==> src/rtl/text_grid_renderer.sv <==
// Text-grid overlay renderer: character buffer plus font-ROM lookup, 3-cycle pixel pipeline,
// with a blinking inverse-video cursor.
module text_grid_renderer #(
  parameter int FONT_W       = 8,
  parameter int FONT_H       = 16,
  parameter int COLS         = 32,
  parameter int ROWS         = 8,
  parameter int BLINK_FRAMES = 30,
  localparam int CELLS = COLS * ROWS,
  localparam int AW    = $clog2(CELLS),
  localparam int CW    = $clog2(COLS),
  localparam int RW    = $clog2(ROWS),
  localparam int FWB   = $clog2(FONT_W),
  localparam int FHB   = $clog2(FONT_H)
) (
  input  logic              clk,
  input  logic              rst_n,
  input  logic              wr_en,
  input  logic [AW-1:0]     wr_addr,
  input  logic [7:0]        wr_data,
  input  logic [15:0]       pos_x,
  input  logic [15:0]       pos_y,
  input  logic [15:0]       horz_coord,
  input  logic [15:0]       vert_coord,
  input  logic              pix_valid_in,
  input  logic              frame_start,
  input  logic              cursor_en,
  input  logic [CW-1:0]     cursor_col,
  input  logic [RW-1:0]     cursor_row,
  output logic [8+FHB-1:0]  rom_addr,
  input  logic [FONT_W-1:0] rom_data,
  output logic              pixel,
  output logic              pixel_valid
);

  localparam int BW = (BLINK_FRAMES > 1) ? $clog2(BLINK_FRAMES) : 1;

  logic [7:0]     mem_q [CELLS];
  logic [16:0]    dx, dy;
  logic           in_range_s0, cursor_ok, hit_s0;
  logic [CW-1:0]  col_s0;
  logic [RW-1:0]  row_s0;
  logic [AW-1:0]  rd_addr;

  logic           valid_s1_q, in_range_s1_q, hit_s1_q;
  logic [FWB-1:0] bit_s1_q;
  logic [FHB-1:0] line_s1_q;
  logic [7:0]     char_s1_q;

  logic           valid_s2_q, in_range_s2_q, hit_s2_q;
  logic [FWB-1:0] bit_s2_q;
  logic [FWB-1:0] rom_idx;
  logic           pix_d;
  logic           pixel_q, pixel_valid_q;

  logic [BW-1:0]  blink_cnt_q;
  logic           blink_phase_q;

  // Negative offsets wrap to >= 2^16 in 17 bits, so one unsigned compare clips both sides.
  assign dx          = {1'b0, horz_coord} - {1'b0, pos_x};
  assign dy          = {1'b0, vert_coord} - {1'b0, pos_y};
  assign in_range_s0 = (dx < 17'(COLS * FONT_W)) && (dy < 17'(ROWS * FONT_H));
  assign col_s0      = dx[FWB +: CW];
  assign row_s0      = dy[FHB +: RW];
  assign rd_addr     = AW'(row_s0) * AW'(COLS) + AW'(col_s0);
  assign cursor_ok   = ((CW+1)'(cursor_col) < (CW+1)'(COLS)) &&
                       ((RW+1)'(cursor_row) < (RW+1)'(ROWS));
  assign hit_s0      = cursor_en && cursor_ok && (col_s0 == cursor_col) && (row_s0 == cursor_row);

  // Buffer keeps its contents through reset; the read sees pre-write data on a collision.
  always_ff @(posedge clk) begin
    if (wr_en && ({1'b0, wr_addr} < (AW+1)'(CELLS))) begin
      mem_q[wr_addr] <= wr_data;
    end
    char_s1_q <= mem_q[rd_addr];
  end

  assign rom_addr = in_range_s1_q ? {char_s1_q, line_s1_q} : '0;
  assign rom_idx  = FWB'(FONT_W - 1) - bit_s2_q;
  assign pix_d    = valid_s2_q && in_range_s2_q &&
                    (rom_data[rom_idx] ^ (hit_s2_q && blink_phase_q));

  always_ff @(posedge clk or negedge rst_n) begin
    if (!rst_n) begin
      valid_s1_q    <= 1'b0;
      in_range_s1_q <= 1'b0;
      hit_s1_q      <= 1'b0;
      bit_s1_q      <= '0;
      line_s1_q     <= '0;
      valid_s2_q    <= 1'b0;
      in_range_s2_q <= 1'b0;
      hit_s2_q      <= 1'b0;
      bit_s2_q      <= '0;
      pixel_q       <= 1'b0;
      pixel_valid_q <= 1'b0;
    end else begin
      valid_s1_q    <= pix_valid_in;
      in_range_s1_q <= in_range_s0;
      hit_s1_q      <= hit_s0;
      bit_s1_q      <= dx[FWB-1:0];
      line_s1_q     <= dy[FHB-1:0];
      valid_s2_q    <= valid_s1_q;
      in_range_s2_q <= in_range_s1_q;
      hit_s2_q      <= hit_s1_q;
      bit_s2_q      <= bit_s1_q;
      pixel_q       <= pix_d;
      pixel_valid_q <= valid_s2_q;
    end
  end

  always_ff @(posedge clk or negedge rst_n) begin
    if (!rst_n) begin
      blink_cnt_q   <= '0;
      blink_phase_q <= 1'b0;
    end else if (frame_start) begin
      if (blink_cnt_q == BW'(BLINK_FRAMES - 1)) begin
        blink_cnt_q   <= '0;
        blink_phase_q <= ~blink_phase_q;
      end else begin
        blink_cnt_q <= blink_cnt_q + 1'b1;
      end
    end
  end

  assign pixel       = pixel_q;
  assign pixel_valid = pixel_valid_q;

endmodule

==> config.mk <==
export PLATFORM = sky130hd
export DESIGN_NAME = text_grid_renderer
export DESIGN_NICKNAME = d
export VERILOG_FILES = /design/src/rtl/text_grid_renderer.sv
export SDC_FILE = /design/constraint.sdc
export NUM_CORES = 2
export LEC_CHECK = 0
export BUFFER_PORTS_ARGS = -buffer_cell sky130_fd_sc_hd__buf_2
export CAP_MARGIN = 20
export CELL_PAD_IN_SITES_DETAIL_PLACEMENT = 1
export CELL_PAD_IN_SITES_GLOBAL_PLACEMENT = 1
export CORE_ASPECT_RATIO = 1.4
export CORE_MARGIN = 1
export CORE_UTILIZATION = 35
export CTS_CLUSTER_SIZE = 14
export DETAILED_ROUTE_END_ITERATION = 6
export PLACE_DENSITY_LB_ADDON = 0.1
export SYNTH_ARGS = -nofsm -noshare
export SYNTH_HDL_FRONTEND = slang
export SYNTH_SLANG_ARGS = --single-unit
==> constraint.sdc <==
create_clock -name clk -period 2.6 [get_ports clk]
set_clock_uncertainty 0.2 [all_clocks]
set_input_delay 0.26 -clock clk [delete_from_list [all_inputs] [get_ports clk]]
set_output_delay 0.26 -clock clk [all_outputs]
set_load 0.1 [all_outputs]
Word level (Yosys, flattened, before mapping)
Memories as Yosys holds them, arrays and structs flattened. A register that Yosys moved wholly into a read port is not among the register bits.
Index checks and enable logic that the tools add are counted.
{"block": "word_totals", "input_bits": 102, "latch_bits": 0, "output_inout_bits": 14, "elab_cells": 40, "romBits": 0, "ff_bits": 24, "mem_bits_rw": 2048, "n_memories": 1}
{"block": "op_classes", "div": 0, "magnitude_cmp": 3, "muxes": 6, "n_eq_ne": 3, "n_shift": 0, "n_addsub": 5, "bitwise_logic": 2, "mul": 0, "reduce_logical": 7}
{"memory": "mem_q", "words": 256, "word_bits": 8, "read_ports": 1, "rd_ports_with_merged_regs": 1, "wr": 1, "line_no": "38", "text": "logic [7:0] mem_q [CELLS];"}
{"cell": "16-bit by 16-bit subtractor with 17-bit output", "n": 2}
{"cell": "17-bit by 8-bit less-than comparator with 1-bit output, second input constant", "n": 1}
{"cell": "17-bit by 9-bit less-than comparator with 1-bit output, second input constant", "n": 1}
{"cell": "12-bit two-way mux", "n": 1}
{"cell": "8-bit by 5-bit adder with 8-bit output", "n": 1}
{"cell": "1-bit logical AND", "n": 6}
{"cell": "5-bit by 1-bit adder with 5-bit output, second input constant", "n": 1}
{"cell": "5-bit equality test", "n": 1}
{"cell": "5-bit equality test, second input constant", "n": 1}
{"cell": "5-bit two-way mux", "n": 1}
{"cell": "3-bit by 4-bit less-than comparator with 1-bit output, second input constant", "n": 1}
{"cell": "1-bit binary-select mux with 3-bit select", "n": 1}
{"cell": "3-bit equality test", "n": 1}
{"cell": "1-bit two-way mux", "n": 3}
{"cell": "3-bit subtractor, first input constant", "n": 1}
{"cell": "2-bit AND reduction", "n": 1}
{"cell": "1-bit NOT", "n": 1}
{"cell": "1-bit XOR", "n": 1}

Longest topological paths before layout
{"block": "logic_depth", "ltp_word": 5, "depth_mapped": 18, "ltp_nobuf": 12}

Worst setup path before layout
OpenSTA, ideal clock, no wires.
{"block": "synth_timing", "path_kind": "in2reg", "start": "input horz_coord[0]", "end": "register char_s1_q[4] (read register of mem_q)", "arrival_ps": 3227, "stages": 14, "required_time_ps": 2284, "n_path_buf": 4, "setup_ps": 116, "setup_slack_ps": -944, "path_cell_list": "inv_1 ha_1 fa_1 nand2b_1 a21oi_2 xor2_1 buf_4 buf_2 buf_2 clkbuf_1 mux4_2 o22ai_1 nor3_1 o211a_1"}
{"block": "synth_via", "elab_chain_len": 2}
{"element": "from (decl)", "line_no": "23", "text": "input logic [15:0] horz_coord,"}
{"element": "16-bit by 16-bit subtractor with 17-bit output", "line_no": "60", "text": "assign dx = {1'b0, horz_coord} - {1'b0, pos_x};"}
{"element": "8-bit by 5-bit adder with 8-bit output", "line_no": "65", "text": "assign rd_addr = AW'(row_s0) * AW'(COLS) + AW'(col_s0);"}
{"element": "to (decl)", "line_no": "48", "text": "logic [7:0] char_s1_q;"}
Every way passes these cells.
A chain may end at the register's enable or synchronous reset.

Worst setup path after layout
{"block": "layout_timing", "start": "input horz_coord[1]", "end": "register char_s1_q[5] (read register of mem_q)"}
Same word-level chain as after synthesis.

==> summary.md <==
| Metric | Value |
|---|---|
| CTS tree | done |
| GRT Residual Overflow | 0 |
| Clk slew on worst S/H paths | 0.07 ns |
| Clock power frac | 35.0% |
| Vias | ~50000 |
| Vias/cell | about 5.4 |
| Fillers | about 23000 |
| Drt wl/cell | roughly 32 um |
| Rows | 211 |
| Slew Limit Fails | 0 |
| ANT nets after route | 0 |
| Clk_lat worst skew | 0.90 ns |
| Actual slew at the worst max-slew pin | a little over 1 ns |
| Vias in the first global route | around 53000 |
| Number of setup violations in the final report | 9 |
| Share of the synthesized area in the top cell type | between 70% and 80% |
| PwrDens | 795 nW/um^2 |
| Register bit total from synthesis | 2080 |
| Largest area contributor in the synthesized netlist | edfxtp_1 |
| Syn Nets | 4954 |
| Synth Warn # | 0 |
| Design Power | between 80 and 90 mW |
| Uppermost layer routed | met5 |
| Max cap viols | 0 |
| VDD IR-drop max | 0.604 mV |
| Unique masters post-synth | 74 |
| Die area | 241000 um^2 |
| Final WS setup | -0.549 ns |
| Status | finished, violations left |
| Die X-Extent | 415 um |
| Critical Path AT | 3.75 ns |
| Period utilisation layout | 121% |
| NumNets Final | 6147 |
| Die H | 580 um |
| Top_reg_cell synth | edfxtp_1 |
| Async set-or-reset flop fraction in the synthesized netlist | 1.15% |
| Sink Count | 2080 |
| Buffers on Ports | between 100 and 150 |
| Starting Density | 35.3% |
| Cells along the critical path | buf_6 -> buf_6 -> ha_4 -> buf_6 -> and3b_2 -> o21ai_4 -> nand2_8 -> buf_12 -> buf_16 -> buf_16 -> buf_12 -> buf_8 -> mux4_2 -> nand2_1 -> and3_4 -> a311oi_4 -> a31oi_1 -> buf_4 -> nor4_2 |
| Io pins | 116 |
| CP Capture Type | register |
| Routability cong. | 0.839 |
| Met1 WL | 117000 um |
| NetSw | 23.0 mW |
| Relative slew margins | between 30% and 40% |
| DPL Wire Length | 199000 um |
| Sequential fraction of design power | 43.9% |
| Core box area | 237000 um^2 |
| Total CTS buffers | roughly 210 |
| Post-synthesis sequential area ratio | 74.5% |
| CP required | 3.20 ns |
| Combinational share of power | 21.2% |
| Global Route Usage Sum | 24.2% |
| Violated checks | setup timing |
| Final Util | about 45% |
| Leakage | ~37 nW |
| HP Class | in2reg |
| Pint | 61.7 mW |
| H-tree lvl count | 4 |
| CP max stage cell | a311oi_4 |
| CP Launch Type | input port |
| Iter 0 DRT Violations | 4321 |
| WS Path Type | in2reg |
| Critical path peak fanout | 8 |
| CTS root buffer | clkbuf_16 |
| Unrepaired setup endpoints after global routing | true |
| Cell Area, Synth | 83600 um^2 |
| Met2 WL | 152000 um |
| Largest net degree at the start of global routing | 97 |
| Max stage delay on crit path | around 0.4 ns |
| Synth-to-Final Area Change | 27.4% |
| Routed Wire Length | between 200000 and 300000 um |
| Gate Count Post-Synth | approximately 4800 |
| Metal3 WL | around 13000 um |
| FMAX | 0.318 GHz |
| DRT Pass-1 Iters | 5 |
| EDFF count, synth | 2048 |
| Clock buffer depth | 4 |
| Switching power share of the total | 27.2% |
| Most frequent CP cell | buf_6 |
| Area contributors post-synth | edfxtp_1, mux4_2, mux2i_1 |
| First-pass GRT wire length | 412000 um |
| Syn_area_per_cell | around 17 um^2 |
| Commonest cells in the netlist | edfxtp_1, nand2_1, mux4_2 |
| Final hold vios | 0 |
| Period minus WS final | 3.15 ns |
| Initial antenna violation count | 18 |
| Layout cell share with drive strength beyond 1 | about a third |
| Count leader, synth | edfxtp_1 |
| Drt drc | 0 |
[power by group through the flow]
stage | sequential, mW | clock [mW] | combinational, mW
CTS | 37.2 | 30.2 | 17.7
detailed placement | 37.9 | 0 | 15.8
floorplan | 37.8 | 0 | 7.39
global placement | 37.9 | 0 | 15.7
global route | 37.1 | 31.3 | 18.8
finish | 37.2 | 29.6 | 17.9
[kinds of logic (layout without fill, tap and decap cells)]
| group | count (synthesis) | count (layout) | synth area share, % |
|---|---|---|---|
| AO/OA/AOI/OAI | 596 | 596 | 5.14 |
| XOR/XNOR | 21 | 21 | 0.220 |
| adder cells (fa/ha/maj) | 36 | 36 | 0.557 |
| buffers and inverters | 370 | 1730 | 1.99 |
| flip-flops | 2080 | 2080 | 74.5 |
| multiplexers | 539 | 539 | 11.4 |
| other | 0 | 5 | 0 |
| AND/OR/NAND/NOR | 1174 | 1174 | 6.27 |
[final cells by class]
cell class | count | area (um^2) | area share (%)
Clock buffer | 277 | 5730 | 5.38
Tap cell | 3088 | 3860 | 3.63
Sequential cell | 2080 | 62300 | 58.5
Timing Repair Buffer | 1292 | 12500 | 11.7
Inverter | 57 | 229 | 0.215
Antenna cell | 5 | 12.5 | 0.0117
Clock inverter | 104 | 818 | 0.768
Multi-Input combinational cell | 2366 | 21100 | 19.8
[registers in the layout (all words and copies together) (netlist names), 3 cells and up]
| register | cells |
|---|---|
| char_s1_q | 8 |
| line_s1_q | 4 |
| blink_cnt_q | 5 |
| mem_q | 2048 |
| bit_s1_q | 3 |
| bit_s2_q | 3 |
[critical path: cells and delay by family]
family / cells / cell delay (ns)
adders and majority gates: 1 / 0.21
and+or+nand+nor: 5 / 0.86
muxes: 1 / 0.32
AOI/OAI and AO/OA: 3 / 0.76
buffers and inverters: 9 / 1.27
[per-stage QoR]
stage | setup WS, ns | std cells | hold slack (ns) | area, um^2 | TNS, ns
6_report | -0.549 | 9269 | 0.0402 | 107000 | -4.09
5_1_grt | -0.607 | 9265 | 0.0402 | 107000 | -4.43
4_1_cts | -0.525 | 9231 | 0.000165 | 106000 | -4.15
3_5_place_dp | -2.44 | 8715 | 0.0870 | 96200 | -20.47
3_3_place_gp | -2.52 | 8714 | 0.0809 | 96200 | -20.36
2_1_floorplan | -0.657 | 4816 | -0.236 | 84100 | -5.92
[path summary, 6_finish.rpt]
check                               from      endpoint  slack [ns]  cells past startpoint
setup / recovery           horz_coord[1]  char_s1_q[5]       -0.55                     19
hold / removal                  pos_x[0]   bit_s1_q[0]        0.04                      4
hold reg to reg              bit_s1_q[1]   bit_s2_q[1]        0.15                      0
setup reg to reg            mem_q[76][6]  char_s1_q[6]        0.12                      6
max in group asynchronous          rst_n   bit_s1_q[1]        1.81                      4
min in group asynchronous          rst_n         pixel        0.20                      4
[metal layers]
metal,vias up,GRT usage (%)
met5,-,0
met4,2,8.20
li1,21700,-
met1,26900,30.1
met2,1256,43.3
met3,419,2.79
[what timing repair did]
action | 4_1_cts | 5_1_grt
buffers inserted | 73 | 35
setup endpoints to repair | 19 | 11
hold buffers | 53 | 1
pin swaps | 73 | 48
gates resized for setup | 279 | 92
gates cloned | 14 | 4
hold endpoints to repair | 1988 | 1
[placed cells by master (no fill, tap or decap), types with 58 or more instances in the layout]
master     Yosys  routed
a211oi_1     102      84
a31oi_1       80      75
and3_1       114     111
buf_12         0     143
buf_2        108      93
buf_4         30     881
buf_6          4      68
clkbuf_16      0     221
edfxtp_1    2048    2048
mux2i_1      208     196
mux4_2       327     327
nand2_1      450     445
nand3_1      148     132
nor2_1       314     307
o22ai_1       70      58
Note: power is estimated with default switching activity, not from simulation.
